===== src/rtl/memory_island_dma_engine.sv =====
// Descriptor-driven DMA engine: copies len beats from src to dst (or fills dst with a pattern)
// over split read/write request channels. Fill mode exists only when MEMORY_ISLAND_DMA_FILL_EN is defined.
module memory_island_dma_engine #(
   parameter int unsigned AddrWidth   = 32,
   parameter int unsigned DataWidth   = 64,
   parameter int unsigned LenWidth    = 16,
   parameter int unsigned BufferDepth = 4
) (
   input  logic                   clk_i,
   input  logic                   rst_i,
   input  logic                   desc_valid_i,
   output logic                   desc_ready_o,
   input  logic [AddrWidth-1:0]   desc_src_i,
   input  logic [AddrWidth-1:0]   desc_dst_i,
   input  logic [LenWidth-1:0]    desc_len_i,
   input  logic                   desc_fill_i,
   input  logic [DataWidth-1:0]   desc_pattern_i,
   output logic                   done_o,
   output logic                   busy_o,
   output logic                   rd_req_o,
   input  logic                   rd_gnt_i,
   output logic [AddrWidth-1:0]   rd_addr_o,
   input  logic                   rd_rvalid_i,
   input  logic [DataWidth-1:0]   rd_rdata_i,
   output logic                   wr_req_o,
   input  logic                   wr_gnt_i,
   output logic [AddrWidth-1:0]   wr_addr_o,
   output logic [DataWidth-1:0]   wr_wdata_o,
   output logic [DataWidth/8-1:0] wr_strb_o,
   input  logic                   wr_rvalid_i
);

   localparam int unsigned BeatBytes = DataWidth / 8;
   localparam int unsigned PtrWidth  = $clog2(BufferDepth);
   localparam int unsigned CntWidth  = $clog2(BufferDepth + 1);
   localparam logic [AddrWidth-1:0] AddrStep = AddrWidth'(BeatBytes);
   localparam logic [PtrWidth-1:0]  PtrLast  = PtrWidth'(BufferDepth - 1);
   localparam logic [CntWidth:0]    Credits  = (CntWidth + 1)'(BufferDepth);

   typedef enum logic [1:0] {
      ST_IDLE,
      ST_RUN,
      ST_ACK
   } state_e;

   state_e               r_state;
   logic [AddrWidth-1:0] r_rd_addr;
   logic [AddrWidth-1:0] r_wr_addr;
   logic [LenWidth-1:0]  r_len;
   logic [LenWidth-1:0]  r_rd_issued;
   logic [LenWidth-1:0]  r_wr_issued;
   logic [LenWidth-1:0]  r_ack_cnt;
   logic [CntWidth-1:0]  r_rd_outstanding;
   logic [CntWidth-1:0]  r_fifo_count;
   logic [PtrWidth-1:0]  r_fifo_wptr;
   logic [PtrWidth-1:0]  r_fifo_rptr;
   logic [DataWidth-1:0] r_fifo_mem [BufferDepth];
   logic                 r_done;

   logic                 w_desc_fire;
   logic                 w_fill;
   logic [DataWidth-1:0] w_pattern;
   logic                 w_rd_req;
   logic                 w_rd_fire;
   logic                 w_push;
   logic                 w_wr_req;
   logic                 w_wr_fire;
   logic                 w_pop;
   logic                 w_ack;
   logic [LenWidth-1:0]  w_ack_next;

   assign w_desc_fire = desc_valid_i && (r_state == ST_IDLE);

`ifdef MEMORY_ISLAND_DMA_FILL_EN
   logic                 r_fill;
   logic [DataWidth-1:0] r_pattern;

   always_ff @(posedge clk_i or posedge rst_i) begin
      if (rst_i) begin
         r_fill    <= 1'b0;
         r_pattern <= '0;
      end else if (w_desc_fire) begin
         r_fill    <= desc_fill_i;
         r_pattern <= desc_pattern_i;
      end
   end

   assign w_fill    = r_fill;
   assign w_pattern = r_pattern;
`else
   logic w_unused_fill;
   assign w_unused_fill = desc_fill_i ^ (^desc_pattern_i);
   assign w_fill        = 1'b0;
   assign w_pattern     = '0;
`endif

   // Read credit: in-flight reads plus buffered beats never exceed the FIFO depth.
   assign w_rd_req  = (r_state == ST_RUN) && !w_fill && (r_rd_issued < r_len) &&
                      (({1'b0, r_rd_outstanding} + {1'b0, r_fifo_count}) < Credits);
   assign w_rd_fire = w_rd_req && rd_gnt_i;
   // Responses are accepted only against reads this engine still has in flight.
   assign w_push    = rd_rvalid_i && (r_rd_outstanding != '0);

   assign w_wr_req  = (r_state == ST_RUN) && (r_wr_issued < r_len) &&
                      (w_fill || (r_fifo_count != '0));
   assign w_wr_fire = w_wr_req && wr_gnt_i;
   assign w_pop     = w_wr_fire && !w_fill;

   assign w_ack      = wr_rvalid_i && (r_ack_cnt < r_wr_issued);
   assign w_ack_next = r_ack_cnt + LenWidth'(w_ack);

   assign desc_ready_o = (r_state == ST_IDLE);
   assign busy_o       = (r_state != ST_IDLE);
   assign done_o       = r_done;
   assign rd_req_o     = w_rd_req;
   assign rd_addr_o    = r_rd_addr;
   assign wr_req_o     = w_wr_req;
   assign wr_addr_o    = r_wr_addr;
   assign wr_wdata_o   = w_fill ? w_pattern : r_fifo_mem[r_fifo_rptr];
   assign wr_strb_o    = '1;

   always_ff @(posedge clk_i) begin
      if (w_push) begin
         r_fifo_mem[r_fifo_wptr] <= rd_rdata_i;
      end
   end

   always_ff @(posedge clk_i or posedge rst_i) begin
      if (rst_i) begin
         r_state          <= ST_IDLE;
         r_rd_addr        <= '0;
         r_wr_addr        <= '0;
         r_len            <= '0;
         r_rd_issued      <= '0;
         r_wr_issued      <= '0;
         r_ack_cnt        <= '0;
         r_rd_outstanding <= '0;
         r_fifo_count     <= '0;
         r_fifo_wptr      <= '0;
         r_fifo_rptr      <= '0;
         r_done           <= 1'b0;
      end else begin
         r_done <= 1'b0;

         if (w_rd_fire) begin
            r_rd_addr   <= r_rd_addr + AddrStep;
            r_rd_issued <= r_rd_issued + LenWidth'(1);
         end
         if (w_wr_fire) begin
            r_wr_addr   <= r_wr_addr + AddrStep;
            r_wr_issued <= r_wr_issued + LenWidth'(1);
         end

         r_rd_outstanding <= r_rd_outstanding + CntWidth'(w_rd_fire) - CntWidth'(w_push);
         r_fifo_count     <= r_fifo_count + CntWidth'(w_push) - CntWidth'(w_pop);

         if (w_push) begin
            r_fifo_wptr <= (r_fifo_wptr == PtrLast) ? '0 : r_fifo_wptr + PtrWidth'(1);
         end
         if (w_pop) begin
            r_fifo_rptr <= (r_fifo_rptr == PtrLast) ? '0 : r_fifo_rptr + PtrWidth'(1);
         end

         r_ack_cnt <= w_ack_next;

         unique case (r_state)
            ST_IDLE: begin
               if (w_desc_fire) begin
                  if (desc_len_i == '0) begin
                     r_done <= 1'b1;
                  end else begin
                     r_state     <= ST_RUN;
                     r_rd_addr   <= desc_src_i;
                     r_wr_addr   <= desc_dst_i;
                     r_len       <= desc_len_i;
                     r_rd_issued <= '0;
                     r_wr_issued <= '0;
                     r_ack_cnt   <= '0;
                  end
               end
            end
            ST_RUN: begin
               if (w_wr_fire && (r_wr_issued == r_len - LenWidth'(1))) begin
                  r_state <= ST_ACK;
               end
            end
            ST_ACK: begin
               if (w_ack_next == r_len) begin
                  r_state <= ST_IDLE;
                  r_done  <= 1'b1;
               end
            end
            default: r_state <= ST_IDLE;
         endcase
      end
   end

endmodule


===== config.mk =====
export PLATFORM = sky130hd
export DESIGN_NAME = memory_island_dma_engine
export DESIGN_NICKNAME = d
export VERILOG_FILES = /design/src/rtl/memory_island_dma_engine.sv
export SDC_FILE = /design/constraint.sdc
export NUM_CORES = 1
export LEC_CHECK = 0
export CORE_ASPECT_RATIO = 1.1
export CORE_UTILIZATION = 57
export CTS_BUF_LIST = sky130_fd_sc_hd__clkbuf_16
export DETAILED_ROUTE_END_ITERATION = 16
export PLACE_DENSITY = 0.87
export SLEW_MARGIN = 5
export SYNTH_ARGS = -nofsm -noshare
export SYNTH_HDL_FRONTEND = slang
export SYNTH_SLANG_ARGS = --single-unit

===== constraint.sdc =====
create_clock -name clk_i -period 6.9 [get_ports clk_i]
set_input_delay 1.38 -clock clk_i [delete_from_list [all_inputs] [get_ports clk_i]]
set_output_delay 1.38 -clock clk_i [all_outputs]
set_load 0.005 [all_outputs]

==> out/results.tsv, run 1 <==
metric	value	unit
status	finished, final reports clean	
PD cells	211	mW/mm²
CP Max Fanout	9	
Reg2Reg Depth	16	
post-synthesis sequential area ratio	0.598	
Max Slew Vio Count	0	
total grt overflow	0	
Tcrit/Tclk final	0.734	
Hold EP	wr_addr_o[2]	
Post-Route Setup TNS	0	ns
Slowest Stage Delay on Critical Path	0.52	ns
largest vdd supply drop	0.000169	V
final net count	1998	
Max-slew headroom	0.329	
post-CTS setup buffers	0	
core area	0.0324	mm²
Worst EP arrival	3.68	ns
I/O Buffers	283	
most used cell along the critical path	inv_1	
DRT Wirelength	49.5	mm
most common cell after layout, fill and taps aside	clkdlybuf4s50_1	
most frequent cells in the layout	clkdlybuf4s50_1, edfxtp_1, dfrtp_1	
CTS root buf	clkbuf_16	
Clock Sinks	397	
H-Tree Level Count	2	
CTS tree	built	
Num CTS Buffers	40	
Reg-to-Reg End	done_o	
vias in the first global route	13200	
reg2reg setup slack	2.58	ns
Hold Crit Class	reg -> reg	
ys async rst share	0.355	
synthesized area per cell	12.9	µm²
CP startpoint kind	flop	
leakage power	8.60	nW
Multi-input gate area	0.00702	mm²
CP Cell Sequence	inv_1, ha_1, or4_1, a311o_1, a21oi_1, o21a_1, o21ai_0, inv_1, clkdlybuf4s50_1	
Tot Pwr	4.89	mW
Synth Warn #	0	
synthesized flop and latch total	397	
Unique masters post-synth	67	
initial core utilization	0.579	
Mapped Area	0.0187	mm²
largest net degree at the start of global routing	101	
die height	192	µm
Detailed Routing Iterations Pass 1	5	
unrepaired setup endpoints after global routing	false	
hold_ws	0.471	ns
worst-case clock buffer depth	3	
DR iter-0 viols	1252	
CP Class	reg -> out	
number of max-cap violations	0	
HPWL after DPL	32.6	mm
hold_buf cts	0	
# setup viols final	0	
Syn Inst Count	1452	
PostCTS Resize Cnt	0	
Min-Delay Path Depth	2	
row count	69	
Primary FF master, synth	edfxtp_1	
I/O pin cnt	357	
Setup crit end kind	output pin	
DRC	0	
die area	0.0336	mm²
detailed-route via count	13600	
ratio of cells with drive above 1 in the final layout	0.0836	
Post-DRT Antenna Nets	0	
clk_skew	0.0231	ns
Hold Path Origin	wr_addr_o[2]	
routed vias/inst	6.25	
Tmin final	5.06	ns
WP data required	5.52	ns
clock-pin slew on the worst setup and hold paths	0.06	ns
initial antenna violation count	1	
worst flop-to-flop path startpoint	r_wr_issued[1]	
GPL Wtd Cong	0.915	
worst-margin pin slew	1.00	ns
maximum clock rate	0.197	GHz
Routed wire per std cell	22.8	µm
sequential cell area	0.0112	mm²
later-pin clock latency in the skew report	0.56	ns
EDFF count, synth	256	
first-pass GRT wire length	75.4	mm
Fill cells	2096	
chip width	175	µm
final hold violation count	0	
CP max stage cell	clkdlybuf4s50_1	
synth-to-layout area growth	23.4	%
total track usage	0.294	
## critical path, delay by kind of cell, from the launching register on
| kind | cells | cell delay (ns) |
|---|---|---|
| buffers and inverters | 3 | 0.83 |
| AND/OR/NAND/NOR | 1 | 0.51 |
| adder cells (fa/ha/maj) | 1 | 0.22 |
| flip-flops | 1 | 0.40 |
| AO/OA/AOI/OAI | 4 | 1.17 |
## flip-flops by register name (all words and copies together), names as in the netlist
register / flops
r_fifo_rptr: 2
r_state: 2
r_wr_issued: 16
r_rd_outstanding: 3
r_len: 16
r_fifo_count: 3
rd_addr_o: 32
r_ack_cnt: 16
done_o: 1
r_fifo_wptr: 2
wr_addr_o: 32
r_rd_issued: 16
r_fifo_mem: 256
## routing by layer
| metal | vias up | wire, µm | GRT usage |
|---|---|---|---|
| li1 | 6113 | - | - |
| met2 | 684 | 24600 | 0.498 |
| met4 | 2 | 1710 | 0.103 |
| met1 | 6642 | 18800 | 0.372 |
| met3 | 137 | 4470 | 0.0667 |
| met5 | - | 13 | 0 |
## cell usage after synthesis (5+ instances only)
| library cell | n | area share |
|---|---|---|
| edfxtp_1 | 256 | 0.41 |
| dfrtp_1 | 141 | 0.19 |
| nand2_1 | 120 | 0.024 |
| nor2_1 | 85 | 0.017 |
| o21ai_0 | 72 | 0.019 |
| ha_1 | 64 | 0.043 |
| mux4_2 | 64 | 0.077 |
| inv_1 | 58 | 0.012 |
| clkbuf_1 | 53 | 0.011 |
| nand3_1 | 53 | 0.014 |
| a31oi_1 | 41 | 0.014 |
| or3_1 | 40 | 0.013 |
| a21oi_1 | 39 | 0.010 |
| nand4_1 | 34 | 0.011 |
| xnor2_1 | 31 | 0.014 |
| or4_1 | 27 | 0.011 |
| o31ai_1 | 24 | 0.0096 |
| and3_1 | 23 | 0.0077 |
| xor2_1 | 18 | 0.0084 |
| nor4_1 | 17 | 0.0057 |
| nor3_1 | 16 | 0.0043 |
| and2_1 | 15 | 0.0050 |
| a21o_1 | 14 | 0.0056 |
| and4_1 | 12 | 0.0056 |
| o211ai_1 | 12 | 0.0048 |
| buf_1 | 10 | 0.0020 |
| buf_4 | 9 | 0.0036 |
| o2111ai_1 | 9 | 0.0042 |
| o21a_1 | 7 | 0.0028 |
| o311ai_0 | 7 | 0.0033 |
| nand4b_1 | 6 | 0.0028 |
| a211oi_1 | 5 | 0.0020 |
| buf_2 | 5 | 0.0013 |
| nand2b_1 | 5 | 0.0017 |
## cell type report
cell class	instances	area share
sequential	397	0.485
tap	426	0.0230
antenna	1	0.000108
clock buffer	40	0.0433
inverter	58	0.00963
timing repair buffer	293	0.126
multi-input combinational	926	0.303
clock inverter	33	0.00974
## metrics by stage
stage | std cells | instance area (µm²) | setup WS [ns] | util
global route | 2173 | 23100 | 1.66 | 0.714
floorplan | 1459 | 18800 | 1.74 | -
CTS | 2173 | 23100 | 1.85 | 0.714
global placement | 2100 | 21900 | 2.38 | 0.677
detailed placement | 2100 | 21900 | 2.29 | 0.677
finish | 2174 | 23100 | 1.84 | 0.715
## worst max-delay path by stage
stage	endpoint	slack (ns)	startpoint
CTS	rd_req_o	1.85	r_len[15]
global route	rd_req_o	1.66	r_len[15]
global placement	done_o	2.38	wr_rvalid_i
detailed placement	done_o	2.29	wr_rvalid_i
floorplan	done_o	1.74	rst_i
finish	rd_req_o	1.84	r_len[15]
## where the power goes
group,switching [mW],internal [mW]
registers,0.0264,2.55
logic,0.111,0.131
clock network,0.927,1.14
total,1.06,3.82
## logic make-up after synthesis
| logic type | Yosys count | synth area share |
|---|---|---|
| and+or+nand+nor | 470 | 0.131 |
| DFF | 397 | 0.598 |
| AOI/OAI and AO/OA | 263 | 0.0925 |
| buffers and inverters | 136 | 0.0298 |
| muxes | 69 | 0.0796 |
| adders and majority gates | 66 | 0.0449 |
| xor gates and xnor gates | 50 | 0.0241 |
| other | 1 | 0.000200 |
No activity file was read; power rests on OpenSTA's default activity.
==> run 2, diff against run 1 <==
--- a/config.mk
+++ b/config.mk
@@ -6,10 +6,10 @@
 export NUM_CORES = 1
 export LEC_CHECK = 0
 export CORE_ASPECT_RATIO = 1.1
-export CORE_UTILIZATION = 57
+export CORE_UTILIZATION = 53
 export CTS_BUF_LIST = sky130_fd_sc_hd__clkbuf_16
 export DETAILED_ROUTE_END_ITERATION = 16
-export PLACE_DENSITY = 0.87
+export PLACE_DENSITY = 0.82
 export SLEW_MARGIN = 5
 export SYNTH_ARGS = -nofsm -noshare
 export SYNTH_HDL_FRONTEND = slang
==> constraint.sdc (replaced) <==
create_clock -name clk_i -period 4.95 [get_ports clk_i]
set_input_delay 0.99 -clock clk_i [delete_from_list [all_inputs] [get_ports clk_i]]
set_output_delay 0.99 -clock clk_i [all_outputs]
set_load 0.005 [all_outputs]
==> run 2 against run 1 <==
  * Clock power up 50%
  * Final cell count rose by 0.97%
  * Critical path depth unchanged
  * Core utilization fell by 3.5 points
  * Worst setup slack got worse by 1.5 ns
==> out/results.tsv, run 2 (same netlist as run 1, synthesis figures left out) <==
metric	value	unit	change
Post-DRT Antenna Nets	0		unchanged
Hold Crit Class	reg -> reg		
I/O Buffers	283		unchanged
combinational power share	0.047		-0.003
Num CTS Buffers	42		+5.0%
Int Power	5.55	mW	+45%
Max-slew headroom	0.318		-0.0109
synth-to-layout area growth	24.9	%	
Clock Sinks	397		unchanged
CTS tree	built		
HPWL after DPL	31.9	mm	-2.1%
clock network power share	0.441		+0.018
maximum clock rate	0.216	GHz	
DR iter-0 viols	945		-25%
most used cell along the critical path	inv_1		
most common cell after layout, fill and taps aside	clkdlybuf4s50_1		
CP top delay family	compound AO/OA/AOI/OAI gates		
Sw Pwr	1.48	mW	+39%
Hold Path Origin	rd_addr_o[2]		
number of max-cap violations	0		unchanged
final net count	2006		+0.40%
reg2reg setup slack	0.74	ns	-1.84 ns
unrepaired setup endpoints after global routing	false		
core area	0.0345	mm²	+6.5%
largest net degree at the start of global routing	111		+9.9%
leakage power	8.69	nW	+1.1%
H-Tree Level Count	2		unchanged
Post-Route Setup TNS	0	ns	unchanged
largest vdd supply drop	0.000208	V	+23%
vias in the first global route	13300		+0.59%
hold_buf cts	0		unchanged
CP startpoint kind	flop		
Tmin final	4.64	ns	
CP Cell Sequence	inv_1, ha_1, or4_1, a311o_1, a21oi_1, o21a_1, o21ai_0, inv_1, clkdlybuf4s50_1		
sequential cell area	0.0112	mm²	unchanged
Tot Pwr	7.03	mW	+44%
Tcrit/Tclk final	0.937		
CP Max Fanout	9		unchanged
Net Sw Frac	0.210		-0.00767
Reg power frac	0.512		-0.016
Hold EP	rd_addr_o[2]		
total track usage	0.263		-0.0303
hold_ws	0.481	ns	+0.0100 ns
max reg flops	256		unchanged
WP data required	3.96	ns	-1.56 ns
Slowest Stage Delay on Critical Path	0.52	ns	about the same
status	finished, final reports clean		
die area	0.0361	mm²	+7.5%
clock-pin slew on the worst setup and hold paths	0.06	ns	about the same
worst flop-to-flop path startpoint	r_wr_issued[1]		
Multi-input gate area	0.00702	mm²	unchanged
detailed-route via count	13500		-0.85%
clk_skew	0.0272	ns	+0.00414 ns
GPL Wtd Cong	0.908		-0.82%
later-pin clock latency in the skew report	0.55	ns	about the same
Worst Path Buf+Inv	3		unchanged
CP Class	reg -> out		
post-CTS setup buffers	0		unchanged
# setup viols final	0		unchanged
Setup crit end kind	output pin		
Routed wire per std cell	21.6	µm	-5.1%
Reg-to-Reg End	done_o		
I/O pin cnt	357		unchanged
PostCTS Resize Cnt	0		unchanged
CTS root buf	clkbuf_16		
routed vias/inst	6.13		-1.8%
DRT Wirelength	47.5	mm	-4.2%
Fill cells	2460		+17%
CP max stage cell	clkdlybuf4s50_1		
first-pass GRT wire length	74.0	mm	-1.9%
die height	199	µm	+3.7%
worst-case clock buffer depth	3		unchanged
PD cells	300	mW/mm²	+42%
DRC	0		unchanged
Max Slew Vio Count	0		unchanged
initial antenna violation count	3		+2
chip width	181	µm	+3.7%
Min-Delay Path Depth	2		unchanged
Detailed Routing Iterations Pass 1	5		unchanged
worst-margin pin slew	1.02	ns	+0.0162 ns
initial core utilization	0.544		-0.0352
total grt overflow	0		unchanged
final hold violation count	0		unchanged
row count	71		+2.9%
Worst EP arrival	3.65	ns	-0.03 ns
Reg2Reg Depth	17		+1
ratio of cells with drive above 1 in the final layout	0.0895		+0.00589
Biggest register	r_fifo_mem		
most frequent cells in the layout	clkdlybuf4s50_1, edfxtp_1, dfrtp_1		
==> run 2: final cells by class <==
class	count	share of cell area
tap	438	0.0234
timing repair buffer	299	0.129
sequential	397	0.479
clock inverter	33	0.0136
antenna	2	0.000214
clock buffer	42	0.0449
inverter	58	0.00951
multi-input combinational	926	0.300
==> run 2: worst max path at each step <==
stage / endpoint / startpoint / slack [ns] / depth (start not counted)
2_1_floorplan: done_o / rst_i / 0.18 / 1
3_3_place_gp: done_o / r_wr_issued[1] / 0.74 / 17
3_5_place_dp: done_o / r_wr_issued[1] / 0.77 / 17
4_1_cts: rd_req_o / r_len[15] / 0.34 / 9
5_1_grt: rd_req_o / r_len[15] / 0.15 / 9
6_report: rd_req_o / r_len[15] / 0.31 / 9
==> run 2: worst min-delay path, delay by kind of cell, from the launching register on <==
kind          cells  cell delay (ns)
simple gates      2             0.10
flops             1             0.34
==> run 2: power groups by stage <==
stage / clock network [mW] / registers, mW / logic [mW]
after floorplan: 0 / 3.65 / 0.151
after global placement: 0 / 3.66 / 0.318
after detailed placement: 0 / 3.66 / 0.328
after CTS: 3.17 / 3.60 / 0.331
after global routing: 3.30 / 3.60 / 0.367
final: 3.10 / 3.60 / 0.329
==> run 2: layer usage <==
metal / global-route usage / share of wire / vias to the layer above
li1: - / - / 6125
met1: 0.337 / 0.40 / 6706
met4: 0.0813 / 0.027 / 4
met3: 0.0609 / 0.078 / 81
met5: 0 / 0.00057 / -
met2: 0.447 / 0.49 / 547
==> run 2: stage by stage <==
stage | worst slack [ns] | std cells | instance area [µm²] | util
2_1_floorplan | 0.179 | 1459 | 18800 | -
3_5_place_dp | 0.768 | 2118 | 22000 | 0.639
5_1_grt | 0.155 | 2193 | 23400 | 0.679
4_1_cts | 0.342 | 2193 | 23400 | 0.679
6_report | 0.310 | 2195 | 23400 | 0.679
3_3_place_gp | 0.740 | 2118 | 22000 | 0.639
